**src/rtl/display_scan_ctrl_pkg.sv**
```systemverilog
// Shared types and constants for the 4-digit multiplexed display scanner.
// Anode patterns are active-low, one per digit index; ANODE_OFF blanks all digits.
package display_pkg;

    typedef logic [1:0] digit_idx_t;

    typedef enum logic {
        BLANK = 1'b0,
        DRIVE = 1'b1
    } scan_state_t;

    localparam logic [3:0] ANODE_OFF = 4'b1111;
    localparam logic [3:0] BCD_MAX   = 4'd9;

    function automatic logic [3:0] anode_pattern(input digit_idx_t idx);
        logic [3:0] pat;
        case (idx)
            2'd3:    pat = 4'b0111;
            2'd2:    pat = 4'b1011;
            2'd1:    pat = 4'b1101;
            default: pat = 4'b1110;
        endcase
        return pat;
    endfunction

endpackage

```
**src/rtl/display_scan_ctrl_if.sv**
```systemverilog
// Load handshake plus display drive bundle for display_scan_ctrl.
// master = producer of BCD values and display consumer; slave = the scanner.
interface display_scan_ctrl_if;
    logic        load_valid;
    logic        load_ready;
    logic [15:0] load_bcd;
    logic [3:0]  brightness;
    logic        lz_blank_en;
    logic [3:0]  anode_activate;
    logic [3:0]  digit_bcd;
    logic        seg_blank;
    logic        frame_start;

    modport master (
        output load_valid, load_bcd, brightness, lz_blank_en,
        input  load_ready, anode_activate, digit_bcd, seg_blank, frame_start
    );

    modport slave (
        input  load_valid, load_bcd, brightness, lz_blank_en,
        output load_ready, anode_activate, digit_bcd, seg_blank, frame_start
    );
endinterface

```
**src/rtl/display_scan_ctrl_timer.sv**
```systemverilog
// Phase counter and BLANK/DRIVE/digit sequencing; all outputs decode current state (0 latency).
// Free-running, no backpressure: one slot = BLANK_CYCLES + DWELL_CYCLES clocks, digits 3->0.
module scan_timer
    import display_pkg::*;
#(
    parameter int DWELL_CYCLES = 262144,
    parameter int BLANK_CYCLES = 1024
) (
    input  logic       clk,
    input  logic       rst_n,
    input  logic [3:0] bright,
    output logic       slot_first,
    output logic       drive_active,
    output logic       on_window,
    output logic       frame_last,
    output digit_idx_t digit_idx
);

    localparam int CW   = $clog2(DWELL_CYCLES > BLANK_CYCLES ? DWELL_CYCLES : BLANK_CYCLES);
    localparam int TW   = CW + 1;
    localparam int UNIT = DWELL_CYCLES / 16;
    localparam logic [CW-1:0] DWELL_LAST = CW'(DWELL_CYCLES - 1);
    localparam logic [CW-1:0] BLANK_LAST = CW'(BLANK_CYCLES - 1);

    scan_state_t   state_q, state_d;
    logic [CW-1:0] cnt_q, cnt_d;
    digit_idx_t    digit_q, digit_d;
    logic [TW-1:0] on_limit;

    always_comb begin
        state_d = state_q;
        cnt_d   = cnt_q + 1'b1;
        digit_d = digit_q;
        case (state_q)
            BLANK: begin
                if (cnt_q == BLANK_LAST) begin
                    state_d = DRIVE;
                    cnt_d   = '0;
                end
            end
            DRIVE: begin
                if (cnt_q == DWELL_LAST) begin
                    state_d = BLANK;
                    cnt_d   = '0;
                    digit_d = digit_q - 1'b1;
                end
            end
            default: begin
                state_d = BLANK;
                cnt_d   = '0;
            end
        endcase
    end

    always_ff @(posedge clk or negedge rst_n) begin
        if (!rst_n) begin
            state_q <= BLANK;
            cnt_q   <= '0;
            digit_q <= 2'd3;
        end else begin
            state_q <= state_d;
            cnt_q   <= cnt_d;
            digit_q <= digit_d;
        end
    end

    // Duty window is (b+1)/16 of the dwell; limit can equal DWELL_CYCLES, hence the extra bit.
    assign on_limit     = TW'((int'(bright) + 1) * UNIT);
    assign slot_first   = (state_q == BLANK) && (cnt_q == '0);
    assign drive_active = (state_q == DRIVE);
    assign on_window    = (state_q == DRIVE) && ({1'b0, cnt_q} < on_limit);
    assign frame_last   = (state_q == DRIVE) && (cnt_q == DWELL_LAST) && (digit_q == 2'd0);
    assign digit_idx    = digit_q;

endmodule

```
**src/rtl/display_scan_ctrl.sv**
```systemverilog
// 4-digit 7-seg scan scheduler: shadow/active BCD registers committed at frame end, PWM, LZ blanking.
// Outputs lag timer state by 1 clock; load_ready is low while a value waits for the frame boundary.
module display_scan_ctrl
    import display_pkg::*;
#(
    parameter int DWELL_CYCLES = 262144,
    parameter int BLANK_CYCLES = 1024
) (
    input  logic                clock_100Mhz,
    input  logic                reset_n,
    display_scan_ctrl_if.slave  bus
);

    logic       slot_first;
    logic       drive_active;
    logic       on_window;
    logic       frame_last;
    digit_idx_t digit_idx;

    logic [15:0] active_q, active_d;
    logic [15:0] shadow_q, shadow_d;
    logic        pend_q, pend_d;
    logic        ready_q, ready_d;
    logic        started_q, started_d;
    logic [3:0]  bright_q, bright_d;
    logic        lz_q, lz_d;
    logic [3:0]  anode_q, anode_d;
    logic [3:0]  digit_q, digit_d;
    logic        seg_q, seg_d;
    logic        fs_q, fs_d;

    logic [3:0]  nib;
    logic [3:0]  lz_zero;
    logic        digit_blank;
    logic        commit;

    scan_timer #(
        .DWELL_CYCLES (DWELL_CYCLES),
        .BLANK_CYCLES (BLANK_CYCLES)
    ) u_timer (
        .clk          (clock_100Mhz),
        .rst_n        (reset_n),
        .bright       (bright_q),
        .slot_first   (slot_first),
        .drive_active (drive_active),
        .on_window    (on_window),
        .frame_last   (frame_last),
        .digit_idx    (digit_idx)
    );

    // lz_zero[k]: nibble k and every more-significant nibble are zero; digit 0 always shown.
    always_comb begin
        lz_zero[3] = (active_q[15:12] == 4'd0);
        lz_zero[2] = lz_zero[3] && (active_q[11:8] == 4'd0);
        lz_zero[1] = lz_zero[2] && (active_q[7:4] == 4'd0);
        lz_zero[0] = 1'b0;
    end

    assign nib         = active_q[{digit_idx, 2'b00} +: 4];
    assign digit_blank = (nib > BCD_MAX) || (lz_q && lz_zero[digit_idx]);
    assign commit      = frame_last || !started_q;

    always_comb begin
        active_d  = active_q;
        shadow_d  = shadow_q;
        pend_d    = pend_q;
        started_d = 1'b1;
        bright_d  = slot_first ? bus.brightness : bright_q;
        lz_d      = slot_first ? bus.lz_blank_en : lz_q;

        // ready_q mirrors !pend_q, so commit and capture never coincide.
        if (commit && pend_q) begin
            active_d = shadow_q;
            pend_d   = 1'b0;
        end
        if (bus.load_valid && ready_q) begin
            shadow_d = bus.load_bcd;
            pend_d   = 1'b1;
        end
        ready_d = !pend_d;

        anode_d = (on_window && !digit_blank) ? anode_pattern(digit_idx) : ANODE_OFF;
        seg_d   = !drive_active || digit_blank;
        digit_d = nib;
        fs_d    = slot_first && (digit_idx == 2'd3);
    end

    always_ff @(posedge clock_100Mhz or negedge reset_n) begin
        if (!reset_n) begin
            active_q  <= '0;
            shadow_q  <= '0;
            pend_q    <= 1'b0;
            ready_q   <= 1'b1;
            started_q <= 1'b0;
            bright_q  <= '0;
            lz_q      <= 1'b0;
            anode_q   <= ANODE_OFF;
            digit_q   <= '0;
            seg_q     <= 1'b1;
            fs_q      <= 1'b0;
        end else begin
            active_q  <= active_d;
            shadow_q  <= shadow_d;
            pend_q    <= pend_d;
            ready_q   <= ready_d;
            started_q <= started_d;
            bright_q  <= bright_d;
            lz_q      <= lz_d;
            anode_q   <= anode_d;
            digit_q   <= digit_d;
            seg_q     <= seg_d;
            fs_q      <= fs_d;
        end
    end

    assign bus.load_ready     = ready_q;
    assign bus.anode_activate = anode_q;
    assign bus.digit_bcd      = digit_q;
    assign bus.seg_blank      = seg_q;
    assign bus.frame_start    = fs_q;

endmodule

```
**src/flat_wrapper.sv**
```systemverilog
// flat-port wrapper written by rule: the top's interface ports become plain ports
module display_scan_ctrl_flat import display_pkg::*;
#(
    parameter int DWELL_CYCLES = 262144,
    parameter int BLANK_CYCLES = 1024
)
  (clock_100Mhz, reset_n, bus_load_valid, bus_load_bcd, bus_brightness, bus_lz_blank_en, bus_load_ready, bus_anode_activate, bus_digit_bcd, bus_seg_blank, bus_frame_start);
  display_scan_ctrl_if bus_i ();
  input  logic clock_100Mhz;
  input  logic reset_n;
  input wire logic [$bits(bus_i.load_valid)-1:0] bus_load_valid;
  input wire logic [$bits(bus_i.load_bcd)-1:0] bus_load_bcd;
  input wire logic [$bits(bus_i.brightness)-1:0] bus_brightness;
  input wire logic [$bits(bus_i.lz_blank_en)-1:0] bus_lz_blank_en;
  output wire logic [$bits(bus_i.load_ready)-1:0] bus_load_ready;
  output wire logic [$bits(bus_i.anode_activate)-1:0] bus_anode_activate;
  output wire logic [$bits(bus_i.digit_bcd)-1:0] bus_digit_bcd;
  output wire logic [$bits(bus_i.seg_blank)-1:0] bus_seg_blank;
  output wire logic [$bits(bus_i.frame_start)-1:0] bus_frame_start;
  assign bus_i.load_valid = bus_load_valid;
  assign bus_i.load_bcd = bus_load_bcd;
  assign bus_i.brightness = bus_brightness;
  assign bus_i.lz_blank_en = bus_lz_blank_en;
  assign bus_load_ready = bus_i.load_ready;
  assign bus_anode_activate = bus_i.anode_activate;
  assign bus_digit_bcd = bus_i.digit_bcd;
  assign bus_seg_blank = bus_i.seg_blank;
  assign bus_frame_start = bus_i.frame_start;
  display_scan_ctrl #(.DWELL_CYCLES(DWELL_CYCLES), .BLANK_CYCLES(BLANK_CYCLES)) u_core (.clock_100Mhz(clock_100Mhz), .reset_n(reset_n), .bus(bus_i));
endmodule
```
**config.mk**
```make
export PLATFORM = sky130hd
export DESIGN_NAME = display_scan_ctrl_flat
export DESIGN_NICKNAME = d
export VERILOG_FILES = /design/src/rtl/display_scan_ctrl_pkg.sv /design/src/rtl/display_scan_ctrl_if.sv /design/src/rtl/display_scan_ctrl_timer.sv /design/src/rtl/display_scan_ctrl.sv /design/src/flat_wrapper.sv
export SDC_FILE = /design/constraint.sdc
export NUM_CORES = 1
export LEC_CHECK = 0
export CORE_UTILIZATION = 30
export CTS_CLUSTER_DIAMETER = 80
export DETAILED_ROUTE_END_ITERATION = 8
export SLEW_MARGIN = 20
export SYNTH_ARGS = -nofsm -noshare
export SYNTH_HDL_FRONTEND = slang
export SYNTH_SLANG_ARGS = --single-unit
```
**constraint.sdc**
```tcl
create_clock -name clock_100Mhz -period 3.6 [get_ports clock_100Mhz]
set_input_delay 0.72 -clock clock_100Mhz [delete_from_list [all_inputs] [get_ports clock_100Mhz]]
set_output_delay 0.72 -clock clock_100Mhz [all_outputs]
set_load 0.02 [all_outputs]
```
### Yosys cells after proc, flatten, opt, wreduce, memory -nomap -nowiden

Cells that the tools add are included.
Widths: inputs -> output; s select.

| storage, ports and cells | value |
|---|---|
| input port bits | 24 |
| bits in registers | 71 |

| operators by class | value |
|---|---|
| equal/unequal tests | 5 |
| bitwise gates (word level) | 1 |
| muxes and demuxes | 12 |
| add/subtract/negate cells | 3 |
| reductions and logical operators | 24 |
| $lt $le $gt $ge | 3 |
| shifts and indexed selects | 1 |

Operator list:

| kind | number |
|---|---|
| $mux 18 | 2 |
| $pmux 18 s2 | 1 |
| $lt 18x19->1 | 1 |
| $add 18x1->18 const B | 1 |
| $eq 18x10->1 const B | 1 |
| $eq 18x18->1 const B | 1 |
| $logic_not 18->1 | 1 |
| $shiftx 16x5->4 | 1 |
| $logic_not 4->1 | 3 |
| $pmux 4 s3 | 1 |
| $logic_and 1x1->1 | 11 |
| $add 4x1->5 const B | 1 |
| $mux 1 | 5 |
| $eq 2x2->1 const B | 2 |
| $gt 4x4->1 const B | 1 |
| $logic_not 1->1 | 4 |
| $mux 4 | 1 |
| $logic_or 1x1->1 | 3 |
| $lt 2x3->1 const B | 1 |
| $bmux 1 s2 | 1 |
| $eq 2x1->1 const B | 1 |
| $logic_not 2->1 | 1 |
| $pmux 1 s2 | 1 |
| $reduce_and 2->1 | 1 |
| other kinds (2) | 2 |

### Logic depth before layout (Yosys ltp)

Gate-level depths: netlist of the first run.

| logic depth | value |
|---|---|
| depth after elaboration | 10 |
| gate-level depth with buffers | 8 |
| depth with buffers taken out | 7 |

### Hierarchy

Synthesis of the first run repeated with hierarchy kept, for this count alone.

| unflattened totals | value |
|---|---|
| cells, all modules | 242 |
| area total of the unflattened synthesis | 3136.8 µm² |

By module, submodules not included:

| module | instances | cells each | sequential area each (µm²) | area each (µm²) |
|---|---|---|---|---|
| display_scan_ctrl | 1 | 120 | 1258.7 | 1951.9 |
| scan_timer | 1 | 122 | 528.0 | 1184.9 |

### Worst setup path after synthesis of the first run

OpenSTA, ideal clock, no wires.

| timing path | value |
|---|---|
| path type | flip-flop to flip-flop |
| from | register u_core.u_timer.cnt_q[0] |
| to | register u_core.active_q[10] |
| cell stages (with the launch flop) | 9 |
| path buffers | 3 |
| path slack | 1.380 ns |
| arrival time | 2.095 ns |
| period minus slack after synthesis | 2.220 ns |
| path through | dfrtp_1 > ha_1 > nand3_2 > or3_1 > clkbuf_2 > o32a_1 > buf_6 > buf_12 > mux2_4 |

| on the way | value |
|---|---|
| cells in the longest elaborated chain, start to end | 5 |

Ends and longest elaborated chain:

| what | RTL line | RTL |
|---|---|---|
| start, declared | display_scan_ctrl_timer.sv:26 | `logic [CW-1:0] cnt_q, cnt_d;` |
| start signal, assigned | display_scan_ctrl_timer.sv:62 | `cnt_q <= cnt_d;` |
| $eq 18x18->1 | display_scan_ctrl_timer.sv:72 | `assign frame_last = (state_q == DRIVE) && (cnt_q == DWELL_LAST) && (digit_q == 2'd0);` |
| $logic_and 1x1->1 (2 in series) | display_scan_ctrl_timer.sv:72 |  |
| $logic_or 1x1->1 | display_scan_ctrl.sv:61 | `assign commit = frame_last \|\| !started_q;` |
| $logic_and 1x1->1 | display_scan_ctrl.sv:72 | `if (commit && pend_q) begin` |
| end signal, assigned | display_scan_ctrl.sv:102 | `active_q <= active_d;` |
| end, declared | display_scan_ctrl.sv:20 | `logic [15:0] active_q, active_d;` |

Every way passes these cells.
A chain may end at the register's enable or synchronous reset.

### Worst setup path in the final report of the first run

Same ends and word-level chain as after synthesis.

==> metrics.md, run 1 <==
| Metric | Value |
|---|---|
| Worst R2R Path Depth | 5 |
| Pre-CTS setup slack | 1110 ps |
| Hold Path Class | primary input to async pin |
| R2r startpoint | u_core.u_timer.cnt_q[0] |
| # resized after CTS | 0 |
| Worst EP arrival | about 2700 ps |
| Worst Path Buf+Inv | 0 |
| Global placement routability congestion | 0.749 |
| Max Fclk | 0.400 GHz |
| Row cnt | 37 |
| Fin crit share | 0.694 |
| FFs w/ async S/R, synth | 1.00 |
| CTS H-tree depth | 3 |
| DRC violations left | 0 |
| Crit start category | flip-flop |
| Detailed-route via count | 2011 |
| Detailed Routing Iterations Pass 1 | 4 |
| Fin util | 0.377 |
| Antenna violations before repair | 0 |
| GR Util All Layers | 0.115 |
| Count leader, synth | dfrtp_1 |
| R2r setup slk | between 1000 and 1500 ps |
| Die footprint | between 0.01 and 0.015 sq mm |
| Final HPWL DP | 4.18 mm |
| Syn_nets | 285 |
| CP endpoint kind | flip-flop |
| Setup violations, final | 0 |
| First-pass GRT wire length | 10.1 mm |
| CP Max Fanout | 16 |
| Initial Util | 0.312 |
| Sequence of cells on the critical path | ha_1 > nand3_2 > or3_1 > o32a_1 > mux2_4 |
| Area after DPL | 0.00371 sq mm |
| Vias in the first global route | 2070 |
| Reg2Reg Capture Point | u_core.active_q[10] |
| Synth top area share | 0.488 |
| Routed wire length | 5.74 mm |
| Iter 0 DRT Violations | between 80 and 90 |
| Post-synth EDFFs | 0 |
| Critical-path top delay cell | o32a_1 |
| IO Pins | 35 |
| Vias per cell | 4.67 |
| Pwr per Cell Area | between 500 and 600 mW/mm^2 |
| P&R area growth vs syn | 21.0% |
| Area contributors post-synth | dfrtp_1 (49%), mux2_2 (9.4%), dfstp_2 (6.5%) |
| Relative slew slack | 0.353 |
| Overflow after GRT | 0 |
| Synthesized area per cell | 13.0 sq um |
| Antenna Violating Nets Remaining | 0 |
| Worst EP required | 3820 ps |
| # nets final | about 330 |
| Worst path max stage delay | about 710 ps |
| RSZ-0062 raised after global routing | false |
| N_diodes | 0 |
| Netlist cell types | 37 |
| Post-synth top cells | dfrtp_1 (63), mux2_2 (27), ha_1 (12), nand2_1 (12) |
| Share of layout cells above drive strength 1 | 0.251 |
| Seq/Total Area, Yosys | 0.553 |
| Post-Synthesis Cells | about 250 |
| Root buffer cell | clkbuf_8 |
| Sum Neg Setup Slack | 0 ps |
| Worst-Skew Late Latency | 340 ps |
| Area of the core | 0.0104 sq mm |
| Post-Syn Area | 0.00323 sq mm |
| Max-capacitance violation count | 0 |
| Die height | 106 um |
| Lkg Pwr | 1.65 nW |
| Final min period | 2500 ps |
| Peak supply drop | 0.000222 V |
| Final worst setup slack | 1100 ps |
| Post-synth top area cell | dfrtp_1 |
| Post-DR wirelength/cell | around 13 um |
| Max Slew Vio Count | 0 |
| Pin count of the biggest net entering global routing | 72 |
| Die width | about 110 um |
| Number of synthesized register bits | roughly 70 |
| Finished Cell Area | 0.00391 sq mm |
| Setup Skew | about 9 ps |
| Synth Flop Type | dfrtp_1 |
| Syn. warnings | 0 |
| Hold buffer count at cts | 0 |
| Status | finished clean |
| Hold Fails Final Rpt | 0 |
| Top delay family on crit path | compound AO/OA/AOI/OAI gates |
| Critical path class | flip-flop to flip-flop |
| Postcts setup bufs | 0 |
| Least-Margin Pin Slew | 970 ps |
| CTS tree | built |
| Reg clk slew, reported paths | 80 ps |
| Clk sinks | 71 |
| Clock buffer depth | 2 |
| CTS Buf Count | 9 |
| Port Buf Inserts | 34 |
through the flow:
| step | hold WS (ps) | total power (W) | cells |
|---|---|---|---|
| 6_report | 386 | 0.00200 | 431 |
| 3_3_place_gp | 490 | 0.00139 | 415 |
| 2_1_floorplan | 424 | 0.00126 | 249 |
| 3_5_place_dp | 492 | 0.00140 | 415 |
| 5_1_grt | 414 | 0.00210 | 431 |
| 4_1_cts | 395 | 0.00203 | 431 |
layer usage:
| layer | up-vias | GRT usage | part of all wire |
|---|---|---|---|
| li1 | 981 | - | - |
| met1 | 981 | 0.158 | 0.49 |
| met2 | 38 | 0.176 | 0.46 |
| met3 | 11 | 0.0186 | 0.029 |
| met4 | 0 | 0.0595 | 0.020 |
| met5 | - | 0 | 0 |
cell families after synthesis:
family / synth area share
buffers and inverters: 0.0263
AO/OA/AOI/OAI: 0.0337
flip-flops: 0.553
other: 0.00116
multiplexers: 0.175
XOR/XNOR: 0.0406
AND/OR/NAND/NOR: 0.124
adder cells (fa/ha/maj): 0.0465
report_power, final:
part           total [W]  switching, W  internal [W]
Sequential       0.00104     0.0000957      0.000942
Combinational   0.000339      0.000118      0.000222
Clock           0.000620      0.000300      0.000321
layout by cell type (no fill, tap or decap), types with 9 or more instances in the layout:
cell type and instances:
nand4_1 11, nor4_1 11, ha_1 12, nand2_1 12, mux2_2 27, clkbuf_8 9
dfrtp_1 63, nand3_1 10, clkdlybuf4s50_1 33, xnor2_1 11, inv_1 11, mux2_4 10
nor2_1 11
worst max-delay path by stage:
stage               cells past startpoint                   startpoint  slack [ps]                   to
floorplan                               8      u_core.u_timer.cnt_q[0]        1380  u_core.active_q[10]
global placement                        5      u_core.u_timer.cnt_q[0]        1130   u_core.bright_q[2]
detailed placement                      5      u_core.u_timer.cnt_q[0]        1110   u_core.bright_q[2]
CTS                                     5      u_core.u_timer.cnt_q[0]        1100   u_core.bright_q[3]
global route                            5  u_core.u_timer.digit_idx[0]         960   u_core.active_q[1]
finish                                  5      u_core.u_timer.cnt_q[0]        1100  u_core.active_q[10]
registers in the layout, indices dropped and copies added, names as in the netlist:
register	flops
u_core.bus.load_ready	1
u_core.u_timer.digit_idx	2
u_core.u_timer.cnt_q	18
u_core.bright_q	4
u_core.pend_q	1
u_core.bus.frame_start	1
u_core.u_timer.drive_active	1
u_core.active_q	16
u_core.bus.seg_blank	1
u_core.shadow_q	16
u_core.bus.digit_bcd	4
u_core.lz_q	1
u_core.bus.anode_activate	4
u_core.started_q	1
cell type report:
type | instances | area [sq um]
Sequential cell | 71 | 1790
Clock buffer | 9 | 124
Fill cell | 1010 | 6460
Tap cell | 136 | 170
Timing Repair Buffer | 35 | 355
Multi-Input combinational cell | 162 | 1360
Inverter | 11 | 41.3
Clock inverter | 7 | 73.8
No activity file was read; power rests on OpenSTA's default activity.
==> run 2, diff against run 1 <==
==> constraint.sdc (replaced) <==
create_clock -name clock_100Mhz -period 2.2 [get_ports clock_100Mhz]
set_input_delay 0.44 -clock clock_100Mhz [delete_from_list [all_inputs] [get_ports clock_100Mhz]]
set_output_delay 0.44 -clock clock_100Mhz [all_outputs]
set_load 0.02 [all_outputs]
==> run 2 against run 1 <==
  * Sequential cell count stayed put
  * Sequential share of layout area is 1.2 points lower
  * Global-route usage is 0.24 points lower
  * Die area stayed put
  * Total power is 65% higher
  * Routed wire length is 1.2% higher
  * Count of clock-buffer cells in the layout is 2 higher
  * Via count is 3.5% higher
  * Highest routed layer unchanged
==> metrics.md, run 2 (synthesis gave the netlist of run 1 again) <==
| Metric | Value |
|---|---|
| Routed wire length | 5.81 mm |
| Root buffer cell | clkbuf_8 |
| CP endpoint kind | flip-flop |
| Overflow after GRT | 0 |
| Global placement routability congestion | 0.759 |
| Final HPWL DP | 4.14 mm |
| RSZ-0062 raised after global routing | false |
| Clock Power Share | 0.311 |
| CTS Buf Count | 9 |
| GR Util All Layers | 0.113 |
| P&R area growth vs syn | 24.2% |
| Post-DR wirelength/cell | around 13 um |
| Antenna Violating Nets Remaining | 0 |
| DRC violations left | 0 |
| CTS H-tree depth | 3 |
| CP Max Fanout | 5 |
| Row cnt | 37 |
| Detailed-route via count | around 2100 |
| Pwr per Cell Area | 818 mW/mm^2 |
| Hold Path Class | primary input to async pin |
| Worst EP required | roughly 2500 ps |
| Comb power frac | 0.171 |
| IO Pins | 35 |
| Least-Margin Pin Slew | 510 ps |
| Area of the core | roughly 0.010 sq mm |
| Detailed Routing Iterations Pass 1 | 4 |
| Worst R2R Path Depth | 5 |
| Initial Util | 0.312 |
| Port Buf Inserts | 34 |
| Regs by FF count | u_core.u_timer.cnt_q (18), u_core.active_q (16), u_core.shadow_q (16) |
| Post-route insts no fill | 442 |
| # nets final | 337 |
| Postcts setup bufs | 0 |
| P_sw | between 0.0008 and 0.0009 W |
| Largest register FFs | 18 |
| Clk sinks | 71 |
| Most frequent cells in the layout | dfrtp_1 (63), clkdlybuf4s50_1 (33), mux2_2 (27) |
| Max Slew Vio Count | 0 |
| Vias per cell | between 4 and 5 |
| Worst-Skew Late Latency | 340 ps |
| # fillers | 995 |
| Status | finished clean |
| First-pass GRT wire length | 9.92 mm |
| N_diodes | 0 |
| Lkg Pwr | 1.71 nW |
| Placed instance count | 426 |
| Vias in the first global route | 2054 |
| Final worst setup slack | about 97 ps |
| Share of layout cells above drive strength 1 | 0.281 |
| Die footprint | 0.0112 sq mm |
| Worst EP arrival | between 2000 and 2500 ps |
| Sum Neg Setup Slack | 0 ps |
| Commonest non-fill, non-tap cell in the layout | dfrtp_1 |
| Setup Skew | 14.0 ps |
| Pin count of the biggest net entering global routing | between 70 and 80 |
| Relative slew slack | 0.657 |
| Clock buffer depth | 2 |
| Max-capacitance violation count | 0 |
| Antenna violations before repair | 0 |
| Max Fclk | 0.475 GHz |
| Pre-CTS setup slack | between 50 and 60 ps |
| Die width | 106 um |
| Die height | 106 um |
| Top reg by flops | u_core.u_timer.cnt_q |
| Net Sw Frac | 0.249 |
| P_int | 0.00247 W |
| Tot Pwr | 0.00329 W |
| Crit start category | flip-flop |
| Setup violations, final | 0 |
| Critical path class | flip-flop to flip-flop |
| Fin crit share | 0.956 |
| Iter 0 DRT Violations | 65 |
| Final min period | 2100 ps |
| Hold Fails Final Rpt | 0 |
| CTS tree | built |
| Flop pwr share | 0.518 |
| Peak supply drop | roughly 0.00032 V |
| Reg clk slew, reported paths | 80 ps |
-- run 2: cell count changes in the layout (fill, tap and decap cells not counted), sizes merged --
cell and change:
buf +11, clkbuf +2, clkinv -1, clkinvlp -1
-- run 2: what timing repair did --
item | 4_1_cts | 5_1_grt
hold buffers | 0 | 0
resized for setup | 0 | 1
setup endpoints to repair | 0 | 2
-- run 2: layout make-up --
| type | instances | area, sq um | area share |
|---|---|---|---|
| Timing Repair Buffer | 46 | 450 | 0.112 |
| Sequential cell | 71 | 1790 | 0.445 |
| Clock inverter | 5 | 57.6 | 0.0143 |
| Multi-Input combinational cell | 162 | 1370 | 0.341 |
| Clock buffer | 11 | 141 | 0.0352 |
| Inverter | 11 | 41.3 | 0.0103 |
| Tap cell | 136 | 170 | 0.0424 |
-- run 2: final timing paths --
path / from / to / slack (ps)
worst max-delay path: u_core.u_timer.cnt_q[0] / u_core.u_timer.digit_idx[1] / 100
worst min-delay path: reset_n / u_core.shadow_q[1] / 110
worst max register to register: u_core.u_timer.cnt_q[0] / u_core.u_timer.digit_idx[1] / 100
worst min register to register: u_core.shadow_q[13] / u_core.active_q[13] / 510
max in group asynchronous: reset_n / u_core.bus.load_ready / 1750
min in group clock_100Mhz: u_core.shadow_q[13] / u_core.active_q[13] / 510
-- run 2: layer usage --
layer / vias up / track usage / share of wire
met2: 42 / 0.163 / 0.43
met3: 13 / 0.0198 / 0.032
met1: 1018 / 0.160 / 0.51
li1: 1008 / - / -
met5: - / 0 / 0
met4: 0 / 0.0605 / 0.025
-- run 2: critical path: stages (launching register included) --
cell     delay [ps]
dfrtp_1         400
ha_2            230
nand3_2         100
or3_4           420
or4_2           700
mux2i_1         180
-- run 2: power groups by stage --
stage	Combinational, W	Sequential [W]	Clock, W
2_1_floorplan	0.000350	0.00171	0
3_3_place_gp	0.000558	0.00172	0
3_5_place_dp	0.000567	0.00173	0
4_1_cts	0.000571	0.00170	0.00105
5_1_grt	0.000606	0.00173	0.00111
6_report	0.000562	0.00170	0.00102
-- run 2: through the flow --
stage | hold WS, ps | cell area (sq um) | util
after floorplan | 144 | 3230 | -
after global placement | 486 | 3810 | 0.368
after detailed placement | 492 | 3810 | 0.368
after CTS | 127 | 4010 | 0.387
after global routing | 135 | 4020 | 0.387
final | 112 | 4020 | 0.387
